## src/rtl/pmul_sequencer.sv

```systemverilog
// pmul_sequencer
// Multi-cycle controller for the packed SIMD multiplies (smul16/umul16/smul8/umul8).
// One shared MUL_W x MUL_W signed multiplier handles one lane per cycle. The
// sequencer stalls the pipeline while it works and returns a 64-bit packed
// product for writeback to a register pair.
//
// Ports:
//   clk          core clock
//   rst_n        asynchronous active-low reset
//   start        execute-stage op valid, only looked at in IDLE
//   alu_control  op code; 111xx is a packed multiply, bit1 = 8-bit lanes, bit0 = unsigned
//   src_a/src_b  packed operands
//   flush        synchronous abort (e.g. taken-branch flush)
//   stall_o      hold IF/ID/EX registers
//   busy         sequencer not idle
//   done         one-cycle pulse, result valid
//   result       packed products
module pmul_sequencer #(
    parameter int XLEN  = 32,
    parameter int MUL_W = 17
) (
    input  logic                clk,
    input  logic                rst_n,
    input  logic                start,
    input  logic [4:0]          alu_control,
    input  logic [XLEN-1:0]     src_a,
    input  logic [XLEN-1:0]     src_b,
    input  logic                flush,
    output logic                stall_o,
    output logic                busy,
    output logic                done,
    output logic [2*XLEN-1:0]   result
);

    typedef enum logic [1:0] {IDLE, MUL, DONE} state_t;

    state_t                 state, state_nxt;
    logic [1:0]             lane, lane_nxt;
    logic [XLEN-1:0]        op_a, op_b;
    logic                   mode_8, mode_u;
    logic                   accept, load, wr;
    logic [1:0]             last_lane;
    logic [15:0]            raw_a, raw_b;
    logic signed [MUL_W-1:0] ext_a, ext_b;
    logic signed [XLEN-1:0] prod;

    // Widen a lane to the multiplier width; 8-bit lanes use only v[7:0].
    function automatic logic signed [MUL_W-1:0] ext_lane(input logic [15:0] v,
                                                         input logic m8,
                                                         input logic u);
        logic signed [MUL_W-1:0] r;
        if (m8)
            r = u ? {{(MUL_W-8){1'b0}}, v[7:0]}  : {{(MUL_W-8){v[7]}},  v[7:0]};
        else
            r = u ? {{(MUL_W-16){1'b0}}, v[15:0]} : {{(MUL_W-16){v[15]}}, v[15:0]};
        return r;
    endfunction

    // Only the low 2*lane_width bits are ever kept, so an XLEN-wide product suffices.
    function automatic logic signed [XLEN-1:0] mul_lo(input logic signed [MUL_W-1:0] x,
                                                      input logic signed [MUL_W-1:0] y);
        logic signed [XLEN-1:0] xw, yw;
        xw = XLEN'(x);
        yw = XLEN'(y);
        return xw * yw;
    endfunction

    assign accept    = (state == IDLE) && start && (alu_control[4:2] == 3'b111);
    assign last_lane = mode_8 ? 2'd3 : 2'd1;

    // Lane extraction by shifting the latched operand down to bit 0.
    always_comb begin
        raw_a = 16'h0;
        raw_b = 16'h0;
        if (mode_8) begin
            raw_a = {8'h0, 8'(op_a >> {lane, 3'b000})};
            raw_b = {8'h0, 8'(op_b >> {lane, 3'b000})};
        end else begin
            raw_a = 16'(op_a >> {lane[0], 4'b0000});
            raw_b = 16'(op_b >> {lane[0], 4'b0000});
        end
    end

    assign ext_a = ext_lane(raw_a, mode_8, mode_u);
    assign ext_b = ext_lane(raw_b, mode_8, mode_u);
    assign prod  = mul_lo(ext_a, ext_b);

    always_comb begin
        state_nxt = state;
        lane_nxt  = lane;
        load      = 1'b0;
        wr        = 1'b0;
        case (state)
            IDLE: begin
                if (accept) begin
                    load      = 1'b1;
                    lane_nxt  = 2'd0;
                    state_nxt = MUL;
                end
            end
            MUL: begin
                wr = 1'b1;
                if (lane == last_lane) begin
                    lane_nxt  = 2'd0;
                    state_nxt = DONE;
                end else begin
                    lane_nxt = lane + 2'd1;
                end
            end
            DONE:    state_nxt = IDLE;
            default: state_nxt = IDLE;
        endcase
        // Abort wins over everything, including an accept in the same cycle.
        if (flush) begin
            state_nxt = IDLE;
            lane_nxt  = 2'd0;
            load      = 1'b0;
            wr        = 1'b0;
        end
    end

    always_ff @(posedge clk or negedge rst_n) begin
        if (!rst_n) begin
            state  <= IDLE;
            lane   <= 2'd0;
            op_a   <= '0;
            op_b   <= '0;
            mode_8 <= 1'b0;
            mode_u <= 1'b0;
            result <= '0;
        end else begin
            state <= state_nxt;
            lane  <= lane_nxt;
            if (load) begin
                op_a   <= src_a;
                op_b   <= src_b;
                mode_8 <= alu_control[1];
                mode_u <= alu_control[0];
                result <= '0;
            end else if (wr) begin
                if (mode_8) begin
                    case (lane)
                        2'd0:    result[15:0]  <= prod[15:0];
                        2'd1:    result[31:16] <= prod[15:0];
                        2'd2:    result[47:32] <= prod[15:0];
                        default: result[63:48] <= prod[15:0];
                    endcase
                end else if (lane[0]) begin
                    result[63:32] <= prod;
                end else begin
                    result[31:0]  <= prod;
                end
            end
        end
    end

    // stall_o follows the raw accept condition even when a flush cancels it.
    assign stall_o = accept || (state == MUL);
    assign busy    = (state != IDLE);
    assign done    = (state == DONE);

endmodule

```

## config.mk

```make
export PLATFORM = sky130hd
export DESIGN_NAME = pmul_sequencer
export DESIGN_NICKNAME = d
export VERILOG_FILES = /design/src/rtl/pmul_sequencer.sv
export SDC_FILE = /design/constraint.sdc
export NUM_CORES = 1
export LEC_CHECK = 0
export ABC_CLOCK_PERIOD_IN_PS = 10800
export BUFFER_PORTS_ARGS = -buffer_cell sky130_fd_sc_hd__buf_2
export CAP_MARGIN = 20
export CORE_UTILIZATION = 35
export CTS_BUF_LIST = sky130_fd_sc_hd__clkbuf_8 sky130_fd_sc_hd__clkbuf_16
export DETAILED_ROUTE_END_ITERATION = 16
export PLACE_DENSITY_LB_ADDON = 0.05
export RECOVER_POWER = 50
export SETUP_SLACK_MARGIN = 0.2
export SKIP_CTS_REPAIR_TIMING = 1
export SLEW_MARGIN = 10
export SYNTH_ARGS = -nofsm -noshare
export SYNTH_HDL_FRONTEND = slang
export SYNTH_SLANG_ARGS = --single-unit
```

## constraint.sdc

```tcl
create_clock -name clk -period 10.8 [get_ports clk]
set_input_delay 1.08 -clock clk [delete_from_list [all_inputs] [get_ports clk]]
set_output_delay 1.08 -clock clk [all_outputs]
set_load 0.03 [all_outputs]
```

==> impl_summary.log <==
INFO  metric synth_warnings = 0
INFO  metric antenna-diode-count = 0
INFO  metric fmax = approximately 110 MHz
INFO  metric cp.required = 11160 ps
INFO  metric drive_gt1_frac = 0.09082
INFO  metric layout-area-overhead-vs-synth = 12.41%
INFO  metric synth_seq_cells = around 130
INFO  metric port_buffers = between 100 and 150
INFO  metric timing.final.setup_violations = 0
INFO  metric netlist.top_cell.by_area = sky130_fd_sc_hd__fa_1
INFO  metric worst_skew = 11.64 ps
INFO  metric synth_nets = 2344
INFO  metric drt-total-wl = 56980 um
INFO  metric first_iter_violations = approximately 920
INFO  metric cp_dominant_cell_by_count = sky130_fd_sc_hd__fa_1
INFO  metric rows = 79
INFO  metric nNetsFinal = 2466
INFO  metric detail_route.drc_violations = 1
INFO  metric timing.setup.tns = 0 ps
INFO  metric synth_sequential_area_ratio = 0.2007
INFO  metric routed_wire_length_per_instance = around 22 um
INFO  metric cts_inserted_buffers = 17
INFO  metric clock_path_buffers = 2
INFO  metric worst-path-max-fanout = 30
INFO  metric synth.cell_area = ~0.017 mm2
INFO  metric grt_max_degree = between 70 and 80
INFO  metric final-seq-area = approximately 0.0034 mm2
INFO  metric design.portCount = between 100 and 150
INFO  metric crit_family = adder cells
INFO  metric clkSlewWorstSetupHoldPaths = 70 ps
INFO  metric async_flop_share = 1.000
INFO  metric synthFlopType = sky130_fd_sc_hd__dfrtp_1
INFO  metric die_h = 220.5 um
INFO  metric path_buf_inv = 6
INFO  metric nFillCells = 4893
INFO  metric postRouteAntennaNets = 0
INFO  metric slowest_delay = around 1100 ps
INFO  metric die_width = around 220 um
INFO  metric critPathSlowestCell = sky130_fd_sc_hd__dfrtp_1
INFO  metric crit_path_end_kind = flop
INFO  metric synthDominantCellAreaShare = 0.3380
INFO  metric timing_max_transition_violations_final = 137
INFO  metric gp_congestion = ~0.9
INFO  metric status = finished, violations left
INFO  metric coreArea = between 0.04 and 0.05 mm2
INFO  metric die_area = 0.04860 mm2
INFO  metric avgSynthCellArea = between 8 and 9 um2
INFO  metric max-slew-margin-rel = -1.528
INFO  metric tightestPinTransition = roughly 3800 ps
INFO  metric global_route.usage.total = 0.2446
INFO  metric drt_first_pass_iters = 12
INFO  metric multiInputGateArea = ~0.012 mm2
INFO  metric tritoncts_clock_tree = yes
INFO  metric netlist-cell-type-count = 61
INFO  metric crit_path_start_kind = flop
INFO  metric critical_path.cell_chain = inv_1, a211oi_1, nor3_2, buf_4, nand2_1, inv_1, fa_1, inv_1, fa_1, inv_1, fa_1, fa_1, fa_1, fa_1, ha_1, and3_1, nor2b_1, or3b_1, and3_1, a211oi_1, buf_4, mux2_2
INFO  metric route.vias.total = between 10000 and 15000
INFO  metric grt.overflow.total = 0
INFO  metric clk-insertion-delay-late = 430 ps
INFO  metric vias_in_the_first_global_route = about 14000
INFO  metric synth_commonest_cells = 451 x sky130_fd_sc_hd__nand2_1, 300 x sky130_fd_sc_hd__inv_1, 282 x sky130_fd_sc_hd__fa_1
INFO  metric cts-root-buf = sky130_fd_sc_hd__clkbuf_16
INFO  metric yosys-top-cells-area = sky130_fd_sc_hd__fa_1 34%, sky130_fd_sc_hd__dfrtp_1 20%, sky130_fd_sc_hd__nand2_1 10%, sky130_fd_sc_hd__inv_1 6.7%, sky130_fd_sc_hd__ha_1 6.4%
INFO  metric htreeDepth = 4
INFO  metric dpl.hpwl = about 47000 um
INFO  metric most_frequently_used_cell_type_in_the_post_synthesis_netlist = sky130_fd_sc_hd__nand2_1
INFO  metric reg2reg_setup_slack = approximately 1300 ps
INFO  metric tritoncts_num_sinks = roughly 130
INFO  metric synth-edff-count = 0
INFO  metric initial_antenna_violation_count = 3
INFO  metric crit_arrival = approximately 10000 ps
INFO  metric grt_setup_unrepaired = no
INFO  metric min_period_over_period = 0.8767
INFO  metric drv_cap = 2
INFO  metric setup.worst_path.class = reg2reg
INFO  metric finalHoldViolations = 0
INFO  metric min_path_type = reg2reg
INFO  metric final.min_clock_period = 9469 ps
INFO  metric post_drt_via_cell_ratio = roughly 5.1
INFO  metric wire_length_of_the_first_global_routing_pass = between 80000 and 90000 um
INFO  metric violations_in_the_final_reports = DRC, capacitance limit, slew limit
INFO  metric floorplan.initialDensity = 0.3565
INFO  metric post_synth_inst_count = around 1900
==> logic make-up after synthesis <==
family / Yosys count / share of synthesized area
AND/OR/NAND/NOR: 717 / 0.1732
buffers and inverters: 376 / 0.08501
adder cells (fa/ha/maj): 368 / 0.4024
AO/OA/AOI/OAI: 233 / 0.08801
flip-flops: 134 / 0.2007
multiplexers: 41 / 0.03281
XOR/XNOR: 34 / 0.01783
==> path summary, 6_finish.rpt <==
check                          from    endpoint  cells past startpoint
hold / removal             state[1]    state[0]                      1
max in group asynchronous     rst_n      mode_8                      2
setup reg to reg            lane[0]  result[30]                     22
setup / recovery            lane[0]  result[30]                     22
min in group asynchronous     rst_n    op_a[28]                      1
hold reg to reg            state[1]    state[0]                      1
==> layout by cell type, fill, tap and decap left out, types with 36 or more instances in the layout <==
cell | Yosys | layout
sky130_fd_sc_hd__dfrtp_1 | 134 | 133
sky130_fd_sc_hd__fa_1 | 282 | 282
sky130_fd_sc_hd__nor2_1 | 181 | 179
sky130_fd_sc_hd__a21oi_1 | 42 | 41
sky130_fd_sc_hd__o21ai_0 | 70 | 70
sky130_fd_sc_hd__buf_2 | 4 | 76
sky130_fd_sc_hd__ha_1 | 86 | 86
sky130_fd_sc_hd__buf_4 | 1 | 36
sky130_fd_sc_hd__inv_1 | 300 | 301
sky130_fd_sc_hd__nand2_1 | 451 | 451
sky130_fd_sc_hd__clkbuf_1 | 58 | 64
==> layer usage <==
| layer | global-route usage | up-vias | wire [um] |
|---|---|---|---|
| met5 | 0 | - | 27 |
| met4 | 0.07931 | 4 | 1777 |
| met3 | 0.04962 | 79 | 3333 |
| met2 | 0.3835 | 357 | 25850 |
| met1 | 0.3375 | 6751 | 26000 |
| li1 | - | 6162 | - |
==> registers in the layout (all words and copies together), names as in the netlist <==
name and cells:
result 64, lane 2, op_b 32, mode_8 1, mode_u 1, op_a 32
state 2
==> worst reg2reg max path, stage by stage (launching register included) <==
cell and delay (ps):
sky130_fd_sc_hd__dfrtp_1 1080, sky130_fd_sc_hd__inv_1 610, sky130_fd_sc_hd__a211oi_1 830, sky130_fd_sc_hd__nor3_2 90, sky130_fd_sc_hd__buf_4 210, sky130_fd_sc_hd__nand2_1 120
sky130_fd_sc_hd__inv_1 90, sky130_fd_sc_hd__fa_1 680, sky130_fd_sc_hd__inv_1 130, sky130_fd_sc_hd__fa_1 860, sky130_fd_sc_hd__inv_1 260, sky130_fd_sc_hd__fa_1 500
sky130_fd_sc_hd__fa_1 570, sky130_fd_sc_hd__fa_1 430, sky130_fd_sc_hd__fa_1 440, sky130_fd_sc_hd__ha_1 480, sky130_fd_sc_hd__and3_1 230, sky130_fd_sc_hd__nor2b_1 160
sky130_fd_sc_hd__or3b_1 410, sky130_fd_sc_hd__and3_1 210, sky130_fd_sc_hd__a211oi_1 630, sky130_fd_sc_hd__buf_4 230, sky130_fd_sc_hd__mux2_2 150
==> stage by stage <==
step | area, um2 | hold WS [ps] | setup slack (ps) | instances | utilization
final | 18780 | 440.2 | 1331 | 2644 | 0.4008
after global routing | 18780 | 475.2 | 744.4 | 2644 | 0.4008
after CTS | 18870 | 448.0 | 1755 | 2644 | 0.4027
after detailed placement | 18220 | 448.8 | 1786 | 2613 | 0.3889
after global placement | 18160 | 450.1 | 1522 | 2609 | 0.3877
after floorplan | 16700 | 421.1 | 3252 | 1903 | -
==> layout make-up <==
type / count / share of cell area
Tap cell: 607 / 0.04045
Clock buffer: 17 / 0.02265
Multi-Input combinational cell: 1393 / 0.6367
Clock inverter: 14 / 0.01186
Timing Repair Buffer: 178 / 0.04951
Sequential cell: 134 / 0.1786
Inverter: 301 / 0.06017
Power is left out: the tool's default activity adds up to more than one toggle a clock period on the data nets, which glitch-free logic cannot reach.
